File: src/rtl/alu_32_if.sv
// alu_32_if -- operand/result bundle for the registered 32-bit ALU.
//   a, b      : 32-bit operands (two's complement when compared signed)
//   alucount  : 3-bit operation select
//   result    : registered 32-bit result
//   zero      : registered flag, 1 iff result == 0
// The master drives operands and control; the slave (the ALU) returns
// result and zero.
interface alu_32_if;
  logic [31:0] a;
  logic [31:0] b;
  logic [2:0]  alucount;
  logic [31:0] result;
  logic        zero;

  modport master (
    output a,
    output b,
    output alucount,
    input  result,
    input  zero
  );

  modport slave (
    input  a,
    input  b,
    input  alucount,
    output result,
    output zero
  );
endinterface

File: src/rtl/alu_32.sv
// alu_32 -- registered 32-bit integer ALU with zero flag.
// Ports:
//   clk    : rising-edge clock; operands and control sampled here
//   reset  : asynchronous active-high; forces result = 0, zero = 1
//   bus    : alu_32_if.slave -- a, b, alucount in; result, zero out
// Operations (alucount):
//   000 AND, 001 OR, 010 ADD, 011 reserved (0),
//   100 AND-NOT, 101 OR-NOT, 110 SUB, 111 signed SLT.
// Latency is one cycle; a new operation may be issued every cycle.
module alu_32 (
  input  logic     clk,
  input  logic     reset,
  alu_32_if.slave  bus
);

  logic        [31:0] b_eff;
  logic               cin;
  logic signed [31:0] sum;
  logic               ovf;
  logic               lt;
  logic        [31:0] result_d;
  logic               zero_d;
  logic        [31:0] result_q;
  logic               zero_q;

  // alucount[2] turns the shared adder into a subtractor (a + ~b + 1)
  // and also selects the inverted-B logic operations.
  assign b_eff = bus.alucount[2] ? ~bus.b : bus.b;
  assign cin   = bus.alucount[2];
  assign sum   = $signed(bus.a + b_eff + {31'b0, cin});

  // Signed overflow of a - b: operands differ in sign and the difference
  // takes the sign of b. XOR with the sign bit gives a true signed a < b.
  assign ovf = (bus.a[31] != bus.b[31]) && (sum[31] != bus.a[31]);
  assign lt  = sum[31] ^ ovf;

  always_comb begin
    result_d = 32'h0;
    unique case (bus.alucount[1:0])
      2'b00:   result_d = bus.a & b_eff;
      2'b01:   result_d = bus.a | b_eff;
      2'b10:   result_d = sum;
      2'b11:   result_d = bus.alucount[2] ? {31'b0, lt} : 32'h0;
      default: result_d = 32'h0;
    endcase
  end

  // Zero is derived from the next-state result so it is registered in
  // step with result and never lags it.
  assign zero_d = ~|result_d;

  // ---- output register stage ----
  always_ff @(posedge clk or posedge reset) begin
    if (reset) begin
      result_q <= 32'h0;
      zero_q   <= 1'b1;
    end else begin
      result_q <= result_d;
      zero_q   <= zero_d;
    end
  end

  assign bus.result = result_q;
  assign bus.zero   = zero_q;

endmodule

File: src/flat_wrapper.sv
// flat-port wrapper written by rule: the top's interface ports become plain ports
module alu_32_flat 
  (clk, reset, bus_a, bus_b, bus_alucount, bus_result, bus_zero);
  alu_32_if bus_i ();
  input  logic clk;
  input  logic reset;
  input wire logic [$bits(bus_i.a)-1:0] bus_a;
  input wire logic [$bits(bus_i.b)-1:0] bus_b;
  input wire logic [$bits(bus_i.alucount)-1:0] bus_alucount;
  output wire logic [$bits(bus_i.result)-1:0] bus_result;
  output wire logic [$bits(bus_i.zero)-1:0] bus_zero;
  assign bus_i.a = bus_a;
  assign bus_i.b = bus_b;
  assign bus_i.alucount = bus_alucount;
  assign bus_result = bus_i.result;
  assign bus_zero = bus_i.zero;
  alu_32 u_core (.clk(clk), .reset(reset), .bus(bus_i));
endmodule
File: config.mk
export PLATFORM = sky130hd
export DESIGN_NAME = alu_32_flat
export DESIGN_NICKNAME = d
export VERILOG_FILES = /design/src/rtl/alu_32_if.sv /design/src/rtl/alu_32.sv /design/src/flat_wrapper.sv
export SDC_FILE = /design/constraint.sdc
export NUM_CORES = 1
export LEC_CHECK = 0
export ABC_AREA = 1
export BUFFER_PORTS_ARGS = -buffer_cell sky130_fd_sc_hd__clkbuf_2
export CAP_MARGIN = 20
export CORE_MARGIN = 5
export CORE_UTILIZATION = 43
export CTS_BUF_LIST = sky130_fd_sc_hd__clkbuf_8
export DETAILED_ROUTE_END_ITERATION = 8
export HOLD_SLACK_MARGIN = 0.12
export PLACE_DENSITY = 0.75
export SYNTH_ARGS = -nofsm -noshare
export SYNTH_HDL_FRONTEND = slang
export SYNTH_SLANG_ARGS = --single-unit
export TNS_END_PERCENT = 5
File: constraint.sdc
create_clock -name clk -period 2.2 [get_ports clk]
set_input_delay 0.22 -clock clk [delete_from_list [all_inputs] [get_ports clk]]
set_output_delay 0.22 -clock clk [all_outputs]
set_load 0.1 [all_outputs]
==> results.md, run 1 <==
- Critical path fanouts, max: 8
- Count of input and output buffers: 101
- CP Class: primary input to flip-flop
- Die W: 115 um
- HP Start: bus_a[31]
- Required @ worst endpoint: 2440 ps
- Final period util: 1.14
- Crit path launch type: primary input
- Worst EP arrival: 2740 ps
- Initial Util: 0.438
- Post-synthesis sequential area ratio: 0.175
- Ports: 102
- Seq pwr share: 0.160
- Logic pwr share: 0.719
- Filler Cell Count: 692
- Relative slew slack: 0.655
- Worst hold slack: 408 ps
- Share of layout cells above drive strength 1: 0.481
- Worst VDD drop: 0.374 mV
- Outcome: complete, but fails checks
- Failing checks: negative setup slack
- Clock network fraction of total power: 0.121
- GRT Util Overall: 0.253
- WHS Path Cells: 6
- Cell area after placement: 0.00633 mm^2
- Total Power: 4410 uW
- Pint: 2160 uW
- Clock-pin slew on the worst setup and hold paths: 70 ps
- Post-synth EDFFs: 0
- Most frequent cells in the layout: nand2_1 (149), buf_4 (146), inv_1 (144)
- Synth Flop Type: dfrtp_1
- Hold Violations, Final: 0
- Fin crit period: 2510 ps
- Final setup margin: -308 ps
- P&R area growth vs syn: 73.5%
- Pin count of the biggest net entering global routing: 34
- Final instance area: 0.00820 mm^2
- Pwr/cell area: 538 mW/mm^2
- Multi-input logic area: 0.00461 mm^2
- Placer Congestion: 0.979
- Synth warnings: 0
- H-Tree Level Count: 2
- Actual slew at the worst max-slew pin: 504 ps
- Vias per cell: 5.35
- Final Max Slew Viols: 0
- Post-DP HPWL: 12000 um
- Die Ht: 115 um
- Total wire length: 19500 um
- CTS Buf Count: 5
- Commonest non-fill, non-tap cell in the layout: nand2_1
- Root buffer cell: clkbuf_8
- Max-cap violation count: 0
- Core area: 0.0108 mm^2
- Fin nets: 1156
- Vias in the first global route: 5752
- Routed len/inst: 16.8 um
- Leakage: 0.00432 uW
- Fin util: 0.760
- Routed Antenna Nets: 0
- Sw power: 2260 uW
- Post-synth ARST share: 1.00
- Die area: 0.0132 mm^2
- Sw frac: 0.511
- Num rows: 38
- Library cells used by synthesis: 37
- Hold crit path type: primary input to flip-flop
- Overall via count from detail_route: 6218
- Register Area: 827 um^2
- Post-Syn Area per Cell: 6.17 um^2
- Pre-Repair DR Iteration Count: 5
- F_max: 399 MHz
- Crit path capture type: flip-flop
- Syn_nets: 900
- Worst hold path endpoint: u_core.bus.result[31]
- Synthesized instance count: 766
- CTS max path bufs: 2
- Dpl ws: -760 ps
- RSZ-0062 raised after global routing: yes
- Initial antenna violation count: 0
- # diodes: 0
- Clock sinks: 33
- DRC violations left: 0
- CTS tree: done
- Mapped cell area: 0.00473 mm^2
- Setup violators final: 2
- Number of DRC markers in iteration 0: 626
- Synth Register Bits: 33
- First-pass GRT wire length: 26800 um
- Gr ovfl total: 0
[cell families after synthesis]
logic type	count (synthesis)	share of synthesized area
XOR/XNOR	32	0.0593
adder cells (fa/ha/maj)	65	0.174
AO/OA/AOI/OAI	97	0.115
AND/OR/NAND/NOR	366	0.339
flip-flops	33	0.175
buffers and inverters	173	0.139
[flip-flops by register name, indices dropped and copies added, names as in the netlist]
register           count
u_core.bus.zero        1
u_core.bus.result     32
[per-layer routing]
| layer | vias to the layer above | track usage | share of wire |
|---|---|---|---|
| met4 | 0 | 0.0845 | 0.039 |
| met5 | - | 0 | 0 |
| met2 | 337 | 0.431 | 0.49 |
| met3 | 72 | 0.0358 | 0.081 |
| met1 | 2902 | 0.328 | 0.39 |
| li1 | 2907 | - | - |
[power by group through the flow]
stage	clock (uW)	combinational, uW	sequential (uW)
floorplan	0	993	1320
global placement	0	2340	715
detailed placement	0	2360	719
CTS	536	2730	707
global route	571	3350	715
finish	535	3170	705
[through the flow]
stage          cells  TNS (ps)
2_1_floorplan    766     -47.5
3_3_place_gp    1118     -4900
3_5_place_dp    1118     -5620
4_1_cts         1151      -120
5_1_grt         1163      -703
6_report        1163      -323
[area by class of cell]
cell class	instances	area share
Clock buffer	7	0.0117
Clock inverter	1	0.000610
Inverter	161	0.0737
Multi-Input combinational cell	560	0.563
Sequential cell	33	0.101
Tap cell	140	0.0214
Timing Repair Buffer	261	0.229
[cell usage after synthesis, types with 2 or more instances]
cell,n,area [um^2]
nor3_1,6,30.0
o211ai_1,4,30.0
inv_2,5,18.8
buf_1,5,18.8
nor4_1,2,12.5
nand2_1,191,717
or2_2,10,62.6
nor3_2,2,20.0
a21oi_1,39,195
dfrtp_1,32,801
nor2_2,3,18.8
buf_2,3,15.0
nand3b_1,9,67.6
o221ai_1,4,35.0
nor2_1,64,240
o21bai_1,2,15.0
o22ai_1,8,50.1
nand3_1,53,265
nand2_2,12,75.1
o21ai_1,4,20.0
clkbuf_1,3,11.3
nand4_1,11,68.8
inv_1,155,582
a21oi_2,2,17.5
ha_1,64,801
o21ai_0,31,155
xnor2_1,32,280
[worst max path at each step]
stage,start,endpoint,depth (start not counted)
CTS,bus_alucount[2],u_core.bus.zero,22
detailed placement,bus_alucount[2],u_core.bus.zero,18
floorplan,bus_alucount[2],u_core.bus.zero,19
global route,bus_alucount[2],u_core.bus.zero,16
finish,bus_alucount[2],u_core.bus.zero,21
global placement,bus_alucount[2],u_core.bus.zero,18
[repair_timing]
action / 4_1_cts / 5_1_grt
setup buffers: 21 / 11
endpoints found under the setup margin: 3 / 9
resized for setup: 130 / 138
pin swaps: 66 / 76
gates cloned: 3 / 1
hold buffers: 1 / 0
hold endpoints to repair: 32 / 0
[worst max-delay path, stage by stage]
cell and delay (ps):
clkbuf_16 180, buf_16 180, xnor2_4 210, inv_1 70, ha_2 210, nand2_2 100
nand2_1 90, nand2_1 90, nand2_2 70, nand2_2 60, nand3_2 100, buf_6 140
nor2_1 70, nor2_1 50, nand2_1 90, nand3_2 70, nor2_1 110, nand3_1 90
nor2_2 160, nand4_1 200, nor2_1 170
Note: power is estimated with default switching activity, not from simulation.
==> inputs of run 2 (changes only) <==
CORE_ASPECT_RATIO = 0.7   (was not set)
GPL_TIMING_DRIVEN = 0   (was not set)
==> run 2 against run 1 <==
  * Clock power shrank 12%
  * Power shrank 12%
  * Worst hold slack lost 110 ps
  * Critical endpoint unchanged
  * Routed wire length shrank 9.9%
  * Critical path depth shrank 3
  * First-iteration DRC count shrank 26%
  * Core utilization shrank 11 points
  * Cell count shrank 9.8%
  * The flow still finishes with violations (negative setup slack)
  * Clock-buffer cell count shrank 2
  * Largest power group unchanged
  * Via count shrank 11%
  * Die area grew 0.25%
  * Combinational power shrank 14%
==> results.md, run 2 (same netlist as run 1, synthesis figures left out) <==
- Pwr/cell area: 550 mW/mm^2 (+2.3%)
- Cell area after placement: 0.00552 mm^2 (-13%)
- CTS max path bufs: 2 (unchanged)
- Slowest cell on crit path: ha_4
- Crit path launch type: primary input
- Setup violators final: 1 (-1)
- Final setup margin: -220 ps (+88.0 ps)
- Clock-pin slew on the worst setup and hold paths: 80 ps (about the same)
- Routed Antenna Nets: 0 (unchanged)
- Vias per cell: 5.28 (-1.2%)
- CP Buf/Inv Count: 3 (-1)
- Final period util: 1.10 (-0.0400)
- Worst hold slack: 295 ps (-112 ps)
- Core area: 0.0109 mm^2 (+0.90%)
- CP Class: primary input to flip-flop
- Overall via count from detail_route: 5541 (-11%)
- Outcome: complete, but fails checks
- Post-DP HPWL: 12700 um (+6.0%)
- Placer Congestion: 0.967 (-1.2%)
- Most frequent cells in the layout: nand2_1 (155), inv_1 (152), clkbuf_2 (99)
- # diodes: 0 (unchanged)
- Initial Util: 0.434 (-0.00392)
- Fin util: 0.649 (-0.111)
- Final instance area: 0.00707 mm^2 (-14%)
- Gr ovfl total: 0 (unchanged)
- Vias in the first global route: 4913 (-15%)
- CTS tree: done
- Ports: 102 (unchanged)
- Hold Violations, Final: 0 (unchanged)
- Top Family by Delay on Critical Path: simple AND/OR/NAND/NOR gates
- H-Tree Level Count: 2 (unchanged)
- Root buffer cell: clkbuf_8
- Cell Chain, Critical Path: buf_12 -> clkbuf_16 -> xnor2_4 -> ha_4 -> nand2_2 -> inv_2 -> nand2_4 -> nor2_4 -> nand4_1 -> nand3_1 -> nand2_1 -> nand3_2 -> o211ai_1 -> nor2_1 -> nand2_1 -> nor2_4 -> nand3_2 -> nor2_2
- Relative slew slack: 0.503 (-0.152)
- Count of input and output buffers: 99 (-2.0%)
- Worst EP arrival: 2660 ps (-80 ps)
- First-pass GRT wire length: 25500 um (-4.8%)
- CTS Buf Count: 5 (unchanged)
- Worst VDD drop: 0.344 mV (-7.9%)
- Initial antenna violation count: 0 (unchanged)
- Die Ht: 97.7 um (-15%)
- F_max: 413 MHz (+3.6%)
- GRT Util Overall: 0.242 (-0.0108)
- Clock sinks: 33 (unchanged)
- CP max stage delay: 320 ps (+110 ps)
- Leakage: 0.00365 uW (-16%)
- Actual slew at the worst max-slew pin: 745 ps (+241 ps)
- Share of layout cells above drive strength 1: 0.383 (-0.0981)
- Total wire length: 17600 um (-9.9%)
- Max FFs per register: 32 (unchanged)
- Commonest non-fill, non-tap cell in the layout: nand2_1
- Pre-Repair DR Iteration Count: 6 (+1)
- Failing checks: negative setup slack
- P&R area growth vs syn: 49.6%
- DRC violations left: 0 (unchanged)
- Hold crit path type: primary input to flip-flop
- Max-cap violation count: 0 (unchanged)
- Required @ worst endpoint: 2440 ps (about the same)
- Crit path capture type: flip-flop
- Fin crit period: 2420 ps (-88.0 ps)
- Pin count of the biggest net entering global routing: 21 (-38%)
- Critical path fanouts, max: 11 (+3)
- RSZ-0062 raised after global routing: yes
- Num rows: 32 (-16%)
- Fin nets: 1029 (-11%)
- Routed len/inst: 16.8 um (about the same)
- Die area: 0.0132 mm^2 (+0.25%)
- Number of DRC markers in iteration 0: 466 (-26%)
- Final Max Slew Viols: 0 (unchanged)
- Die W: 135 um (+18%)
run 2: changes by cell type in the layout (fill, tap and decap cells not counted), sizes merged:
cell	previous run	this run
buf	158	28
clkinv	2	1
clkbuf	109	110
inv	160	163
run 2: power by group:
group	total, uW	switching, uW	internal [uW]
Sequential	707	21.1	686
Combinational	2720	1860	853
Clock	469	258	212
run 2: path summary, 6_finish.rpt:
check	startpoint	endpoint	slack [ps]	depth (start not counted)
max in group asynchronous	reset	u_core.bus.zero	1010	4
setup / recovery	bus_alucount[2]	u_core.bus.zero	-220	18
hold / removal	bus_alucount[0]	u_core.bus.result[11]	300	4
min in group asynchronous	reset	u_core.bus.result[6]	570	3
run 2: timing repair:
item,in CTS,in global routing
pin swaps,28,62
gates cloned,0,3
hold buffers,1,0
endpoints found under the setup margin,3,7
gates resized for setup,83,163
setup buffers,10,8
endpoints found under the hold margin,13,0
run 2: layout make-up:
cell class	instances	area, um^2
multi-input combinational	560	4500
buffer	12	121
clock buffer	5	68.8
tap	153	191
inverter	161	607
sequential	33	827
fill	987	3820
clock inverter	3	11.3
timing repair buffer	122	743
run 2: through the flow:
stage                     setup TNS [ps]  setup WS [ps]  power (uW)  cells
after detailed placement           -4240           -854        2790   1019
after global placement             -4320           -869        2780   1018
after CTS                           -214           -214        3460   1038
final                               -220           -220        3890   1049
after floorplan                    -47.5          -47.5        2320    766
after global routing                -310           -310        4130   1049
run 2: per-layer routing:
metal,vias up,wire length (um),global-route usage
met5,-,0,0
met4,0,200,0.0310
met3,22,1840,0.0430
met2,299,7540,0.354
met1,2566,8010,0.377
li1,2654,-,-
